[src/rtl/uart_pkg.sv]
// Shared UART definitions: receiver state encoding and oversampling constants.
package uart_pkg;

  localparam int OVERSAMPLE = 16;

  // Tick-phase values at mid-bit (start-bit check) and at the end of a bit period.
  localparam logic [3:0] PHASE_MID  = 4'(OVERSAMPLE / 2 - 1);
  localparam logic [3:0] PHASE_LAST = 4'(OVERSAMPLE - 1);

  typedef enum logic [2:0] {
    ST_IDLE      = 3'd0,
    ST_START     = 3'd1,
    ST_DATA      = 3'd2,
    ST_STOP      = 3'd3,
    ST_WAIT_IDLE = 3'd4
  } uart_rx_state_t;

endpackage

[src/rtl/uart_baud_tick.sv]
// Oversample tick generator: one-cycle tick every DIV clocks while enabled, held at 0 otherwise.
module uart_baud_tick #(
  parameter int unsigned DIV = 26
) (
  input  logic clk,
  input  logic reset_n,
  input  logic enable,
  output logic tick
);

  logic [15:0] cnt;

  assign tick = enable && (cnt == 16'(DIV - 1));

  always_ff @(posedge clk or negedge reset_n) begin
    if (!reset_n) begin
      cnt <= 16'd0;
    end else if (!enable || tick) begin
      cnt <= 16'd0;
    end else begin
      cnt <= cnt + 16'd1;
    end
  end

endmodule

[src/rtl/uart_rx.sv]
// 8N1 UART receiver with 16x oversampling, a one-byte output buffer and
// valid/ready hand-off: a byte transfers when rx_valid && rx_ready at a clk edge.
module uart_rx
  import uart_pkg::*;
#(
  parameter int unsigned CLK_HZ = 48_000_000,
  parameter int unsigned BAUD   = 115200,
  parameter int unsigned DIV    = CLK_HZ / (BAUD * 16)
) (
  input  logic       clk,
  input  logic       reset_n,
  input  logic       rx232,
  output logic [7:0] rx_data,
  output logic       rx_valid,
  input  logic       rx_ready,
  output logic       frame_err,
  output logic       overrun,
  output logic       busy
);

  uart_rx_state_t state;
  logic [1:0]     sync_q;
  logic           rxs;
  logic           tick;
  logic [3:0]     phase;
  logic [2:0]     bit_cnt;
  logic [7:0]     shreg;

  // Synchronizer flops reset to the idle level so reset never fakes a start bit.
  always_ff @(posedge clk or negedge reset_n) begin
    if (!reset_n) begin
      sync_q <= 2'b11;
    end else begin
      sync_q <= {sync_q[0], rx232};
    end
  end

  assign rxs  = sync_q[1];
  assign busy = (state != ST_IDLE);

  uart_baud_tick #(.DIV(DIV)) u_tick (
    .clk     (clk),
    .reset_n (reset_n),
    .enable  (busy),
    .tick    (tick)
  );

  always_ff @(posedge clk or negedge reset_n) begin
    if (!reset_n) begin
      state     <= ST_IDLE;
      phase     <= 4'd0;
      bit_cnt   <= 3'd0;
      shreg     <= 8'h00;
      rx_data   <= 8'h00;
      rx_valid  <= 1'b0;
      frame_err <= 1'b0;
      overrun   <= 1'b0;
    end else begin
      frame_err <= 1'b0;
      overrun   <= 1'b0;
      if (rx_valid && rx_ready) begin
        rx_valid <= 1'b0;
      end
      case (state)
        ST_IDLE: begin
          if (!rxs) begin
            state   <= ST_START;
            phase   <= 4'd0;
            bit_cnt <= 3'd0;
          end
        end
        ST_START: begin
          if (tick) begin
            if (phase == PHASE_MID) begin
              // Realign phase so every later sample lands mid-bit.
              phase <= 4'd0;
              state <= rxs ? ST_IDLE : ST_DATA;
            end else begin
              phase <= phase + 4'd1;
            end
          end
        end
        ST_DATA: begin
          if (tick) begin
            phase <= phase + 4'd1;
            if (phase == PHASE_LAST) begin
              shreg   <= {rxs, shreg[7:1]};
              bit_cnt <= bit_cnt + 3'd1;
              if (bit_cnt == 3'd7) begin
                state <= ST_STOP;
              end
            end
          end
        end
        ST_STOP: begin
          if (tick) begin
            phase <= phase + 4'd1;
            if (phase == PHASE_LAST) begin
              if (rxs) begin
                state <= ST_IDLE;
                // Buffer is free if empty or being drained this very edge.
                if (!rx_valid || rx_ready) begin
                  rx_data  <= shreg;
                  rx_valid <= 1'b1;
                end else begin
                  overrun <= 1'b1;
                end
              end else begin
                frame_err <= 1'b1;
                state     <= ST_WAIT_IDLE;
              end
            end
          end
        end
        ST_WAIT_IDLE: begin
          if (rxs) begin
            state <= ST_IDLE;
          end
        end
        default: state <= ST_IDLE;
      endcase
    end
  end

endmodule

[config.mk]
export PLATFORM = sky130hd
export DESIGN_NAME = uart_rx
export DESIGN_NICKNAME = d
export VERILOG_FILES = /design/src/rtl/uart_pkg.sv /design/src/rtl/uart_baud_tick.sv /design/src/rtl/uart_rx.sv
export SDC_FILE = /design/constraint.sdc
export NUM_CORES = 1
export LEC_CHECK = 0
export ABC_AREA = 1
export BUFFER_PORTS_ARGS = -buffer_cell sky130_fd_sc_hd__buf_2
export CAP_MARGIN = 20
export CORE_MARGIN = 2
export CORE_UTILIZATION = 35
export DETAILED_ROUTE_END_ITERATION = 10
export REMOVE_ABC_BUFFERS = 1
export SYNTH_ARGS = -nofsm -noshare
export SYNTH_HDL_FRONTEND = slang
export SYNTH_SLANG_ARGS = --single-unit
export TNS_END_PERCENT = 50
[constraint.sdc]
create_clock -name clk -period 3.1 [get_ports clk]
set_clock_uncertainty 0.1 [all_clocks]
set_input_delay 0.31 -clock clk [delete_from_list [all_inputs] [get_ports clk]]
set_output_delay 0.31 -clock clk [all_outputs]
set_load 0.05 [all_outputs]
==> metrics.md <==
| Metric | Value |
|---|---|
| Run status | finished, final reports clean |
| Hold Fails Final Rpt | 0 |
| Number of H-tree branching levels | 2 |
| Clock insertion delay at the later pin of the skew report | 0.31 ns |
| Max VDD drop | 0.000218 V |
| Combined area of all synthesized cells | 2360 µm² |
| Logic depth of the worst register-to-register path | 8 |
| Final weighted congestion in routability-driven placement | 0.860 |
| Standard-cell rows | 29 |
| CP Capture Point | busy |
| Classification of the worst setup path | reg -> out |
| Total GRT Usage | 0.128 |
| Part of the cycle the worst path needs | 0.606 |
| Diodes inserted | 0 |
| Launch instance of the worst register-to-register path | u_tick.cnt[0] |
| Number of antenna violations at the first check in global routing | 0 |
| Maximum number of pins on one net before global-route repair | 48 |
| Full die area | 7410 µm² |
| Worst slew margin | 0.598 |
| YS warnings | 0 |
| Violation count after the first detailed-route iteration | 73 |
| I/O pin count | 16 |
| Actual slew at the worst max-slew pin | 0.600 ns |
| Dpl cells | 380 |
| Setup repair after global routing missed its margin | false |
| Core Region | 6420 µm² |
| Sequential fraction of the synthesis area | 0.500 |
| Count of distinct cell types in the synthesized netlist | 27 |
| Vias in the first global route | 1730 |
| Tightest Hold Check Type | in -> reg |
| Synthesized netlist cell count | 290 |
| Commonest non-fill, non-tap cells in the layout | 89 x sky130_fd_sc_hd__nand2_1, 45 x sky130_fd_sc_hd__dfrtp_1, 36 x sky130_fd_sc_hd__nor2_1 |
| Largest buffer count on any clock path | 2 |
| Detail Placement HPWL | 3.03 mm |
| Root buf cell | sky130_fd_sc_hd__clkbuf_8 |
| Required arrival time at the worst endpoint | 2.69 ns |
| Avg Cell Area, Syn | 8.13 µm² |
| Initial Util | 0.367 |
| Residual overflow from global routing | 0 |
| Post-CTS resize count | 0 |
| Area Overhead vs Synth | 11.9% |
| Number of storage elements in the synthesis netlist | 47 |
| Clock buffers created by TritonCTS | 5 |
| Kind of start point of the critical path | flop |
| Crit. End Element | primary output |
| Fraction of layout cells with a size suffix above 1 | 0.166 |
| Height of the die | 86.1 µm |
| Remaining DRCs | 0 |
| Post-DR vias/cell | 4.68 |
| WL/cell | 10.9 µm |
| Placed inst area | 2510 µm² |
| Most common cell after layout, fill and taps aside | sky130_fd_sc_hd__nand2_1 |
| Highest fanout seen on the critical path | 6 |
| CTS tree | built |
| Final-layout setup total negative slack | 0 ns |
| Max-slew violation total from the final report | 0 |
| Final Critical Period | 1.88 ns |
| First-pass GRT wire length | 7.61 mm |
| Number of violations of the max-capacitance limit | 0 |
| Start point of the critical path | state[2] |
| Clock Sinks | 47 |
| Number of input and output port buffers inserted | 15 |
| Final Instance Count excl. Fillers | 391 |
| Fmax achieved | 0.533 GHz |
| Power density normalized to cell area | 384 nW/µm² |
| Die W | 86.1 µm |
| Destination of the worst register-to-register timing path | u_tick.cnt[2] |
| Filler cells | 637 |
| Detail Route Antenna Nets | 0 |
| Initial DRT Pass Iterations | 4 |
| WP data arrival | 1.47 ns |
| Leakage dissipation | 1.31 nW |
| Post CTS Setup Buffer Count | 0 |
| Clock slew at reported path FFs | 0.09 ns |
| Setup violation total in the final timing report | 0 |
| Design Area, Final | 2640 µm² |
| Vias | 1830 |
| Worst R2R Setup Slack | 1.31 ns |
| Share of the core filled with cells | 0.411 |
| Net count, final | 322 |
| Detailed-route wire length | 4.26 mm |
==> worst min path at each step <==
| stage | depth (start not counted) | from | slack, ns | endpoint |
|---|---|---|---|---|
| 3_3_place_gp | 0 | sync_q[0] | 0.25 | sync_q[1] |
| 4_1_cts | 1 | reset_n | 0.12 | u_tick.cnt[7] |
| 3_5_place_dp | 0 | sync_q[0] | 0.25 | sync_q[1] |
| 6_report | 4 | rx_ready | 0.16 | overrun |
| 5_1_grt | 4 | rx_ready | 0.22 | overrun |
| 2_1_floorplan | 0 | reset_n | -0.09 | bit_cnt[0] |
==> what timing repair did <==
item	in CTS	in global routing
hold endpoints to repair	1	9
hold buffers	1	1
endpoints found under the setup margin	0	0
==> registers in the layout (all words and copies together) (netlist names) <==
| signal | flops |
|---|---|
| u_tick.cnt | 16 |
| rx_data | 8 |
| shreg | 8 |
| phase | 4 |
| bit_cnt | 3 |
| state | 3 |
| sync_q | 2 |
| frame_err | 1 |
| overrun | 1 |
| rx_valid | 1 |
==> power breakdown <==
part | total (mW) | switching (mW) | internal (mW)
combinational | 0.0198 | 0.0139 | 0.00591
sequential | 0.616 | 0.00124 | 0.615
clock | 0.377 | 0.219 | 0.157
total | 1.01 | 0.234 | 0.778
==> through the flow <==
step	setup WS (ns)	hold WS, ns	power (mW)
floorplan	1.49	-0.0856	0.630
CTS	1.21	0.122	1.03
global route	1.13	0.222	1.05
detailed placement	1.32	0.247	0.644
finish	1.22	0.165	1.01
global placement	1.36	0.246	0.645
==> layer usage <==
| layer | vias to the layer above | GRT usage | routed length (µm) |
|---|---|---|---|
| met1 | 820 | 0.170 | 2190 |
| li1 | 977 | - | - |
| met5 | - | 0 | 0 |
| met4 | 0 | 0.0476 | 73 |
| met2 | 27 | 0.203 | 1870 |
| met3 | 6 | 0.0318 | 126 |
==> cell type report <==
class                           count  area (µm²)  area share
Tap cell                           77        96.3      0.0365
Inverter                           31         116      0.0441
Multi-Input combinational cell    210        1040       0.395
Sequential cell                    47        1180       0.447
Clock buffer                        5        68.8      0.0261
Clock inverter                      3        20.0     0.00759
Timing Repair Buffer               18         115      0.0436
==> worst max-delay path, cell delays in order, from the launching register on <==
cell and delay (ns):
sky130_fd_sc_hd__dfrtp_1 0.44, sky130_fd_sc_hd__nor2_1 0.18, sky130_fd_sc_hd__inv_2 0.07, sky130_fd_sc_hd__nor2_1 0.15, sky130_fd_sc_hd__inv_2 0.11, sky130_fd_sc_hd__buf_2 0.22
==> cell usage after synthesis <==
cell type                  instances  share of area
sky130_fd_sc_hd__o21ai_1           4         0.0085
sky130_fd_sc_hd__nor2_4            3          0.014
sky130_fd_sc_hd__o21a_1            1         0.0032
sky130_fd_sc_hd__nor2_2            4          0.011
sky130_fd_sc_hd__nor3b_1           1         0.0032
sky130_fd_sc_hd__xor2_1            1         0.0037
sky130_fd_sc_hd__nand2_2           3         0.0080
sky130_fd_sc_hd__inv_2             3         0.0048
sky130_fd_sc_hd__nor2_1           36          0.057
sky130_fd_sc_hd__ha_1              5          0.027
sky130_fd_sc_hd__nand3_4           1         0.0074
sky130_fd_sc_hd__clkinv_1          1         0.0016
sky130_fd_sc_hd__inv_1            27          0.043
sky130_fd_sc_hd__nand4_1           9          0.024
sky130_fd_sc_hd__nand3_2           3          0.013
sky130_fd_sc_hd__nand2_1          89           0.14
sky130_fd_sc_hd__o21ai_0          10          0.021
sky130_fd_sc_hd__nor3_1            5          0.011
sky130_fd_sc_hd__dfstp_2           2          0.022
sky130_fd_sc_hd__buf_6             1         0.0048
sky130_fd_sc_hd__nor3_2            1         0.0042
sky130_fd_sc_hd__dfrtp_1          45           0.48
sky130_fd_sc_hd__buf_4             1         0.0032
sky130_fd_sc_hd__o21ai_2           8          0.030
sky130_fd_sc_hd__nor4_1            1         0.0027
sky130_fd_sc_hd__a21oi_1          11          0.023
sky130_fd_sc_hd__nand3_1          14          0.030
==> cell families (layout without fill, tap and decap cells) <==
kind of cell	count (synthesis)	in the layout	share of synthesized area
and+or+nand+nor	170	170	0.326
DFF	47	47	0.500
AOI/OAI and AO/OA	34	34	0.0860
buffers and inverters	33	57	0.0573
adders and majority gates	5	5	0.0265
xor gates and xnor gates	1	1	0.00372
No activity file was read; power rests on OpenSTA's default activity.
